<file path="src/rtl/esm_issue_scheduler_if.sv">
// Fetch-side and issue-side handshake bundle for the ESM issue scheduler.
// The master is the upstream/consumer side and the slave is the scheduler.
interface esm_issue_scheduler_if #(
    parameter int IW = 32,
    parameter int BS = 16
) ();
    localparam int BB = $clog2(BS);

    logic          in_valid;
    logic [IW-1:0] in_instr;
    logic          in_ready;
    logic [BS-1:0] entry_ready;
    logic          issue_valid;
    logic          issue_ready;
    logic [IW-1:0] issue_instr;
    logic [BB-1:0] issue_idx;

    modport master (
        output in_valid, in_instr, entry_ready, issue_ready,
        input  in_ready, issue_valid, issue_instr, issue_idx
    );

    modport slave (
        input  in_valid, in_instr, entry_ready, issue_ready,
        output in_ready, issue_valid, issue_instr, issue_idx
    );
endinterface

</file>
<file path="src/rtl/esm_issue_scheduler.sv">
// ESM instruction window: fills a bs-entry buffer, then issues ready entries round-robin.
// Optional ESM_SCHED_STATS_EN adds saturating issue/stall counters.
module esm_issue_scheduler #(
    parameter  int Instruction_word_size = 32,
    parameter  int bs                    = 16,
    localparam int bs_bits               = $clog2(bs)
) (
    input  logic                 clk,
    input  logic                 rst,
    input  logic                 flush,
    esm_issue_scheduler_if.slave bus,
    output logic [bs-1:0]        valid_entries,
    output logic [bs_bits:0]     count,
    output logic [1:0]           sched_state
`ifdef ESM_SCHED_STATS_EN
    ,
    output logic [31:0]          stat_issued,
    output logic [31:0]          stat_stall
`endif
);
    localparam int IW = Instruction_word_size;

    typedef enum logic [1:0] {
        S_FILL   = 2'd0,
        S_SELECT = 2'd1,
        S_GRANT  = 2'd2
    } state_t;

    state_t               state_q, state_d;
    logic [bs_bits-1:0]   wr_ptr_q, wr_ptr_d;
    logic [bs_bits-1:0]   rr_ptr_q, rr_ptr_d;
    logic [bs-1:0]        valid_q, valid_d;
    logic [bs_bits:0]     count_q, count_d;
    logic                 issue_valid_q, issue_valid_d;
    logic [bs_bits-1:0]   issue_idx_q, issue_idx_d;
    logic [IW-1:0]        issue_instr_q, issue_instr_d;

    logic [IW-1:0]        mem [bs];
    logic                 wr_en;
    logic                 fire;
    logic [bs-1:0]        cand;
    logic [bs-1:0]        cand_rot;
    logic [bs_bits-1:0]   scan_idx [bs];
    logic                 found;
    logic [bs_bits-1:0]   pick;

    assign cand = valid_q & bus.entry_ready;
    assign fire = (state_q == S_GRANT) && issue_valid_q && bus.issue_ready;

    // Rotate the candidate mask so position 0 is the round-robin pointer.
    for (genvar gi = 0; gi < bs; gi++) begin : g_rot
        assign scan_idx[gi] = rr_ptr_q + bs_bits'(gi);
        assign cand_rot[gi] = cand[scan_idx[gi]];
    end

    always_comb begin
        found = 1'b0;
        pick  = '0;
        for (int k = 0; k < bs; k++) begin
            if (!found && cand_rot[k]) begin
                found = 1'b1;
                pick  = scan_idx[k];
            end
        end
    end

    always_comb begin
        state_d       = state_q;
        wr_ptr_d      = wr_ptr_q;
        rr_ptr_d      = rr_ptr_q;
        valid_d       = valid_q;
        count_d       = count_q;
        issue_valid_d = issue_valid_q;
        issue_idx_d   = issue_idx_q;
        issue_instr_d = issue_instr_q;
        bus.in_ready  = 1'b0;
        wr_en         = 1'b0;

        case (state_q)
            S_FILL: begin
                bus.in_ready = (count_q < (bs_bits+1)'(bs));
                wr_en        = bus.in_valid && bus.in_ready;
                if (wr_en) begin
                    valid_d[wr_ptr_q] = 1'b1;
                    wr_ptr_d          = wr_ptr_q + 1'b1;
                    count_d           = count_q + 1'b1;
                    if (count_q == (bs_bits+1)'(bs - 1)) state_d = S_SELECT;
                end else if (count_q == (bs_bits+1)'(bs)) begin
                    state_d = S_SELECT;
                end else if (!bus.in_valid && count_q != '0) begin
                    state_d = S_SELECT;
                end
            end
            S_SELECT: begin
                if (found) begin
                    issue_idx_d   = pick;
                    issue_instr_d = mem[pick];
                    issue_valid_d = 1'b1;
                    state_d       = S_GRANT;
                end
            end
            S_GRANT: begin
                if (fire) begin
                    valid_d[issue_idx_q] = 1'b0;
                    count_d              = count_q - 1'b1;
                    rr_ptr_d             = issue_idx_q + 1'b1;
                    issue_valid_d        = 1'b0;
                    if (count_q == (bs_bits+1)'(1)) begin
                        state_d  = S_FILL;
                        wr_ptr_d = '0;
                        rr_ptr_d = '0;
                    end else begin
                        state_d = S_SELECT;
                    end
                end
            end
            default: state_d = S_FILL;
        endcase

        // Flush wins over everything except reset; buffer contents are simply abandoned.
        if (flush) begin
            state_d       = S_FILL;
            wr_ptr_d      = '0;
            rr_ptr_d      = '0;
            valid_d       = '0;
            count_d       = '0;
            issue_valid_d = 1'b0;
            issue_idx_d   = '0;
            issue_instr_d = '0;
            wr_en         = 1'b0;
        end
    end

    always_ff @(posedge clk) begin
        if (wr_en) mem[wr_ptr_q] <= bus.in_instr;
    end

    always_ff @(posedge clk) begin
        if (!rst) begin
            state_q       <= S_FILL;
            wr_ptr_q      <= '0;
            rr_ptr_q      <= '0;
            valid_q       <= '0;
            count_q       <= '0;
            issue_valid_q <= 1'b0;
            issue_idx_q   <= '0;
            issue_instr_q <= '0;
        end else begin
            state_q       <= state_d;
            wr_ptr_q      <= wr_ptr_d;
            rr_ptr_q      <= rr_ptr_d;
            valid_q       <= valid_d;
            count_q       <= count_d;
            issue_valid_q <= issue_valid_d;
            issue_idx_q   <= issue_idx_d;
            issue_instr_q <= issue_instr_d;
        end
    end

    assign bus.issue_valid = issue_valid_q;
    assign bus.issue_idx   = issue_idx_q;
    assign bus.issue_instr = issue_instr_q;
    assign valid_entries   = valid_q;
    assign count           = count_q;
    assign sched_state     = state_q;

`ifdef ESM_SCHED_STATS_EN
    logic [31:0] stat_issued_q, stat_issued_d;
    logic [31:0] stat_stall_q, stat_stall_d;

    always_comb begin
        stat_issued_d = stat_issued_q;
        stat_stall_d  = stat_stall_q;
        if (fire && stat_issued_q != '1) stat_issued_d = stat_issued_q + 1'b1;
        if (state_q == S_SELECT && cand == '0 && stat_stall_q != '1)
            stat_stall_d = stat_stall_q + 1'b1;
    end

    // Statistics survive flush; only reset clears them.
    always_ff @(posedge clk) begin
        if (!rst) begin
            stat_issued_q <= '0;
            stat_stall_q  <= '0;
        end else begin
            stat_issued_q <= stat_issued_d;
            stat_stall_q  <= stat_stall_d;
        end
    end

    assign stat_issued = stat_issued_q;
    assign stat_stall  = stat_stall_q;
`endif
endmodule
</file>
<file path="src/flat_wrapper.sv">
// flat-port wrapper written by rule: the top's interface ports become plain ports
module esm_issue_scheduler_flat 
#(
    parameter  int Instruction_word_size = 32,
    parameter  int bs                    = 16,
    localparam int bs_bits               = $clog2(bs)
)
  (clk, rst, flush, valid_entries, count, sched_state, bus_in_valid, bus_in_instr, bus_entry_ready, bus_issue_ready, bus_in_ready, bus_issue_valid, bus_issue_instr, bus_issue_idx);
  esm_issue_scheduler_if bus_i ();
  input  logic clk;
  input  logic rst;
  input  logic flush;
  output logic [bs-1:0] valid_entries;
  output logic [bs_bits:0] count;
  output logic [1:0] sched_state;
  input wire logic [$bits(bus_i.in_valid)-1:0] bus_in_valid;
  input wire logic [$bits(bus_i.in_instr)-1:0] bus_in_instr;
  input wire logic [$bits(bus_i.entry_ready)-1:0] bus_entry_ready;
  input wire logic [$bits(bus_i.issue_ready)-1:0] bus_issue_ready;
  output wire logic [$bits(bus_i.in_ready)-1:0] bus_in_ready;
  output wire logic [$bits(bus_i.issue_valid)-1:0] bus_issue_valid;
  output wire logic [$bits(bus_i.issue_instr)-1:0] bus_issue_instr;
  output wire logic [$bits(bus_i.issue_idx)-1:0] bus_issue_idx;
  assign bus_i.in_valid = bus_in_valid;
  assign bus_i.in_instr = bus_in_instr;
  assign bus_i.entry_ready = bus_entry_ready;
  assign bus_i.issue_ready = bus_issue_ready;
  assign bus_in_ready = bus_i.in_ready;
  assign bus_issue_valid = bus_i.issue_valid;
  assign bus_issue_instr = bus_i.issue_instr;
  assign bus_issue_idx = bus_i.issue_idx;
  esm_issue_scheduler #(.Instruction_word_size(Instruction_word_size), .bs(bs)) u_core (.clk(clk), .rst(rst), .flush(flush), .bus(bus_i), .valid_entries(valid_entries), .count(count), .sched_state(sched_state));
endmodule
</file>
<file path="config.mk">
export PLATFORM = sky130hd
export DESIGN_NAME = esm_issue_scheduler_flat
export DESIGN_NICKNAME = d
export VERILOG_FILES = /design/src/rtl/esm_issue_scheduler_if.sv /design/src/rtl/esm_issue_scheduler.sv /design/src/flat_wrapper.sv
export SDC_FILE = /design/constraint.sdc
export NUM_CORES = 1
export LEC_CHECK = 0
export ABC_AREA = 1
export ABC_CLOCK_PERIOD_IN_PS = 4600
export CAP_MARGIN = 20
export CORE_AREA = 2 2 246 248
export CTS_CLUSTER_SIZE = 8
export DETAILED_ROUTE_END_ITERATION = 8
export DIE_AREA = 0 0 248 250
export GPL_TIMING_DRIVEN = 1
export PLACE_DENSITY_LB_ADDON = 0.2
export SYNTH_ARGS = -nofsm -noshare
export SYNTH_HDL_FRONTEND = slang
export SYNTH_SLANG_ARGS = --single-unit
</file>
<file path="constraint.sdc">
create_clock -name clk -period 4.6 [get_ports clk]
set_clock_uncertainty 0.1 [all_clocks]
set_input_delay 0.46 -clock clk [delete_from_list [all_inputs] [get_ports clk]]
set_output_delay 0.46 -clock clk [all_outputs]
set_load 0.01 [all_outputs]
</file>
==> Yosys cells after proc, flatten, opt, wreduce, memory -nomap -nowiden <==
Memory sizes are Yosys's and may differ from the RTL's. A register that Yosys moved wholly into a read port is not among the register bits.
Index checks and enable logic that the tools add are counted.
{ "totals": {"n_memories": 1, "elab_cells": 207, "regBits": 36, "input_bits": 53, "mem_bits_rw": 512} }
{ "mem_list": {"columns": ["memory", "words", "word_bits", "read_ports", "rd_clocked_by_memory_dff", "wr", "line_no", "text"], "rows": [
  ["u_core.mem", 16, 32, 1, 1, 1, "esm_issue_scheduler.sv:38", "logic [IW-1:0] mem [bs];"]
]} }
{ "classes": {"order_cmp": 21, "muxes": 95, "addsub": 19, "reduce_logical": 48, "bitwise_logic": 5, "eq_ne": 11} }
{ "op_table": {"columns": ["operator", "n"], "rows": [
  ["less-than comparator 4 x 5 -> 1 bit, second input constant", 18],
  ["two-way mux 4 bit", 20],
  ["binary-select mux 1 bit (select 4 bit)", 16],
  ["two-way mux 1 bit", 42],
  ["adder 4 bit, second input constant", 8],
  ["bitwise AND 16 bit", 2],
  ["two-way mux 16 bit", 2],
  ["case mux 16 bit (2 select lines)", 1],
  ["logical AND 1 bit", 21],
  ["adder 4 x 3 -> 4 bit, second input constant", 4],
  ["logical NOT 1 bit", 16],
  ["NOT 16 bit", 1],
  ["bitwise OR 16 bit", 1],
  ["adder 4 x 1 -> 4 bit, second input constant", 3],
  ["two-way mux 2 bit", 6],
  ["two-way mux 5 bit", 2],
  ["case mux 5 bit (2 select lines)", 1],
  ["adder 4 x 2 -> 4 bit, second input constant", 2],
  ["demux 1 bit (select 4 bit)", 2],
  ["greater-or-equal comparator 4 x 1 -> 1 bit, second input constant", 2],
  ["case mux 4 bit (2 select lines)", 1],
  ["AND reduction 4 bit", 2],
  ["inequality test 2 x 1 -> 1 bit, second input constant", 3],
  ["case mux 2 bit (3 select lines)", 1],
  ["other kinds (19)", 22]
]} }

==> Logic depth before layout (Yosys ltp) <==
{ "logic_depth": {"word_depth": 51, "ltp_mapped": 33, "depth_no_buf": 28} }

==> Least setup slack after synthesis <==
OpenSTA, ideal clock, no wires.
{ "synth_path": {"path_kind": "register -> register", "startpoint": "register u_core.state_q[0], in the netlist u_core.sched_state[0]", "endpoint": "memory u_core.mem[3][0], enable pin", "arrival_time_ns": 3.576, "slack_ns": 0.463, "synth_period_minus_slack_ns": 4.137, "path_buffers": 1, "stages_incl_launch_ff": 8, "path_cell_list": "dfxtp_1 inv_1 ha_1 inv_1 nor2_1 nand3_1 clkbuf_1 nor3_1"} }
{ "synth_via": {"elab_chain_cells": 5} }
{ "synth_lines": {"columns": ["element", "line_no", "text"], "rows": [
  ["start: declaration", "esm_issue_scheduler.sv:29", "state_t state_q, state_d;"],
  ["start signal: assignment", "esm_issue_scheduler.sv:149", "state_q <= state_d;"],
  ["logical NOT 2 bit", "esm_issue_scheduler.sv:79", "case (state_q)"],
  ["two-way mux 1 bit", "esm_issue_scheduler.sv:79", null],
  ["two-way mux 1 bit", "esm_issue_scheduler.sv:121", "if (flush) begin"],
  ["two-way mux 1 bit", "esm_issue_scheduler.sv:135", "if (wr_en) mem[wr_ptr_q] <= bus.in_instr;"],
  ["two-way mux 1 bit (not written as such)", "esm_issue_scheduler.sv:135", null],
  ["end: declaration", "esm_issue_scheduler.sv:38", null]
]} }
Every way passes these cells.

==> Final worst setup path <==
{ "layout_path": {"startpoint": "register u_core.rr_ptr_q[1]", "endpoint": "register u_core.issue_instr_q[8], in the netlist u_core.bus.issue_instr[8], read port of u_core.mem"} }
{ "layout_via": {"elab_chain_cells": 49} }
{ "layout_lines": {"columns": ["element", "line_no", "text"], "rows": [
  ["start: declaration", "esm_issue_scheduler.sv:31", "logic [bs_bits-1:0] rr_ptr_q, rr_ptr_d;"],
  ["start signal: assignment", "esm_issue_scheduler.sv:151", "rr_ptr_q <= rr_ptr_d;"],
  ["branches (longest 49 deep; another with adder 4 x 1 -> 4 bit)", null, null],
  ["end: declaration", "esm_issue_scheduler.sv:36", "logic [IW-1:0] issue_instr_q, issue_instr_d;"]
]} }
Several ways; the timed one is not identified. The select of a mux whose other input is x is not followed.
A chain may end at the register's enable or synchronous reset.

==> results.cfg <==
[worst_setup_path]
slowest_stage = dfxtp_1
crit_type = flip-flop to flip-flop
reg2reg_depth = 27
worstSetupStartpointType = flip-flop
crit_arrival_ps = 4610
end_kind = flip-flop
worstPathRequired_ps = 4990
slowest_delay_ps = 330
reg2reg_to = u_core.bus.issue_instr[8]
cp_top_family = simple AND/OR/NAND/NOR gates
crit_path_frequent_cell = nand2_1
crit_fanout = 35
timing.critical_path.buf_inv = 6
r2r_slack_ps = 380
rr_startpoint = u_core.rr_ptr_q[1]

[clock_tree]
root_buffer = clkbuf_16
cts_sinks = 580
cts_tree = built
clk_pin_slew_ps = 50
htreeDepth = 3
cts_hold_buffers = 0
cts_made_buffers = 82
clock_path_buffers = 3
clock_latency_ps = 600

[die]
io_pins = 114
fp-row-count = 90
start_util_pct = 44.25
fp.dieH_um = 250
fp.dieW_um = 248
core_area_mm2 = 0.05957
fp.dieArea_mm2 = 0.06200

[synth]
postSynthCellCount = 2684
syn_nets = 2761
synth.largest_area_cell = edfxtp_1
synth_area_leaders = edfxtp_1 (58%), nand2_1 (14%), nand3_1 (11%)
synth_edf_count = 512
syn_avg_cell_area_um2 = 9.821
async_reset_ff_share_pct = 0
synth_commonest_cells = nand2_1 (981), nand3_1 (598), edfxtp_1 (512)
synth_most_common_cell = nand2_1
yosysTopAreaCellShare_pct = 58.33
syn_area_mm2 = 0.02636
synth.distinct_cells = 44
ys.flop_type = edfxtp_1
yosys_register_bits = 580
yosysSeqAreaShare_pct = 63.49
yosys_warnings = 0

[min_path]
worstHoldPathCells = 1
hp-class = flip-flop to flip-flop
min_to = u_core.count[3]
hold_path_startpoint = u_core.count[3]

[timing]
tightestPinTransition_ps = 972.9
grt_setup_unrepaired = no
fin_ws_ps = 375.1
finalHoldViolations = 0
finalSetupViolCount = 0
period_share_pct = 91.85
maxSlewHeadroom_pct = 35.04
slew_viol_final = 0
fin_crit_ps = 4225
fmax_mhz = 236.7
fin_tns_setup_ps = 0

[status]
outcome = completed

[global_route]
grt_pass1_vias = 19110
grt_max_degree = 89
antenna_found_initial = 3
grt_pass1_wl_um = 115300
track_usage_pct = 24.63
overflow = 0

[layout]
layout.nets = 2887
fin_area_mm2 = 0.03120
multi_input_area_mm2 = 0.008479
post-route-util_pct = 52.37
syn2layout_area_growth_pct = 18.36
layout-drive-gt1-share_pct = 7.880
n_fill_cell = 5263
seq_area_mm2 = 0.01674

[power]
p_comb_share_pct = 5.3
p_switching_mw = 2.558
p_seq_share_pct = 48.7
power.internal_mw = 9.313
ir_worst_vdd_mv = 0.4226
p_sw_share_pct = 21.55
p_per_area_mw_per_mm2 = 380.5
p_clk_share_pct = 46.0
leakage_nw = 12.35

[detailed_routing]
vias = 19980
antenna_left = 0
avgViaCountPerCell = 5.471
drt-initial-drc-count = 1954
wl_um = 76930
drc = 0
wire_per_inst_um = 21.07
dr.pass1.iters = 5

[placement]
placement.io_buffers = 113
place_ws_ps = 245.4
hpwl_um = 42110
gp_congestion = 0.9463
dpl-instance-area_mm2 = 0.02867

[job]
maxCapViolations = 0
## power groups by stage
stage	clock network (mW)	registers (mW)	logic, mW
finish	5.47	5.78	0.625
global route	5.78	5.78	0.697
floorplan	0	5.88	0.356
global placement	0	5.88	0.598
detailed placement	0	5.88	0.606
CTS	5.56	5.78	0.610
## sequential cells by signal, indices dropped and copies added, names as in the netlist
register                flops
u_core.rr_ptr_q             4
u_core.valid_entries       16
u_core.bus.issue_idx        4
u_core.wr_ptr_q             4
u_core.sched_state          2
u_core.bus.issue_valid      1
u_core.count                5
u_core.bus.issue_instr     32
u_core.mem                512
## worst max-delay path by stage
| stage | startpoint | endpoint | slack [ps] | depth (start not counted) |
|---|---|---|---|---|
| 2_1_floorplan | u_core.sched_state[0] | u_core.mem[3][0] | 460 | 7 |
| 3_3_place_gp | bus_entry_ready[8] | u_core.bus.issue_instr[23] | 270 | 24 |
| 3_5_place_dp | bus_entry_ready[14] | u_core.bus.issue_instr[8] | 250 | 26 |
| 4_1_cts | u_core.rr_ptr_q[1] | u_core.bus.issue_instr[8] | 290 | 25 |
| 5_1_grt | u_core.rr_ptr_q[1] | u_core.bus.issue_instr[27] | 30 | 27 |
| 6_report | u_core.rr_ptr_q[1] | u_core.bus.issue_instr[8] | 380 | 27 |
## repair_timing
item / in CTS / in global routing
buffers inserted: 0 / 9
endpoints found under the setup margin: 0 / 29
gates resized for setup: 0 / 9
## routing by layer
| metal | global-route usage [%] | routed length [um] |
|---|---|---|
| met1 | 33.96 | 33280 |
| met2 | 39.91 | 36930 |
| met3 | 3.678 | 5005 |
| met4 | 8.007 | 1685 |
| met5 | 0 | 26 |
## worst register-to-register path, stage by stage, from the launching register on
cell and delay (ps):
dfxtp_1 330, inv_1 130, buf_4 180, ha_1 300, inv_1 180, nand3_1 180
nand3_1 90, nand2_1 180, nand3_2 120, nor2_1 130, nand4_1 160, nor2_1 170
nand4_1 130, nor2_1 290, nor2_1 80, nand2_1 90, inv_2 50, nand3_4 200
nand2_8 200, buf_12 240, nand2_1 90, nand2_1 40, nand2_1 60, nand3_1 110
nand3_1 120, nand3_1 70, nand2_1 60, inv_1 50
## cells in the final DEF, fill, tap and decap left out, drive strengths merged, types with 2 or more instances in the layout
master / count
dfxtp: 68
ha: 24
a21oi: 36
nor2: 57
o22ai: 3
xnor2: 3
nor3b: 2
buf: 84
nor3: 29
clkdlybuf4s50: 113
o21ai: 40
nand4: 9
clkinv: 2
xor2: 6
nand3b: 2
edfxtp: 512
clkbuf: 141
nand3: 602
nand2: 985
a311oi: 2
a41oi: 5
a211oi: 10
inv: 119
a31oi: 7
## per-stage QoR
stage	power, mW	hold WS [ps]	cells
floorplan	6.236	386.8	2684
global placement	6.476	389.1	3496
detailed placement	6.486	406.6	3496
CTS	11.95	417.5	3638
global route	12.26	439.4	3651
finish	11.87	405.5	3651
## kinds of logic (layout without fill, tap and decap cells)
family	count (synthesis)	in the layout	share of synthesized area, %
other	0	1	0
buffers and inverters	276	459	5.046
DFF	580	580	63.49
and+or+nand+nor	1685	1686	27.42
AOI/OAI and AO/OA	110	110	2.464
adders and majority gates	24	24	1.139
xor gates and xnor gates	9	9	0.4414
## final cells by class
| class | count | area share [%] |
|---|---|---|
| flip-flops and latches | 580 | 53.65 |
| multi-input cells | 1829 | 27.18 |
| clock inverters | 3 | 0.1083 |
| repair buffers | 199 | 7.163 |
| diodes | 1 | 0.008021 |
| inverters | 118 | 1.428 |
| well taps | 782 | 3.136 |
| clock buffers | 139 | 7.331 |
Note: power is estimated with default switching activity, not from simulation.
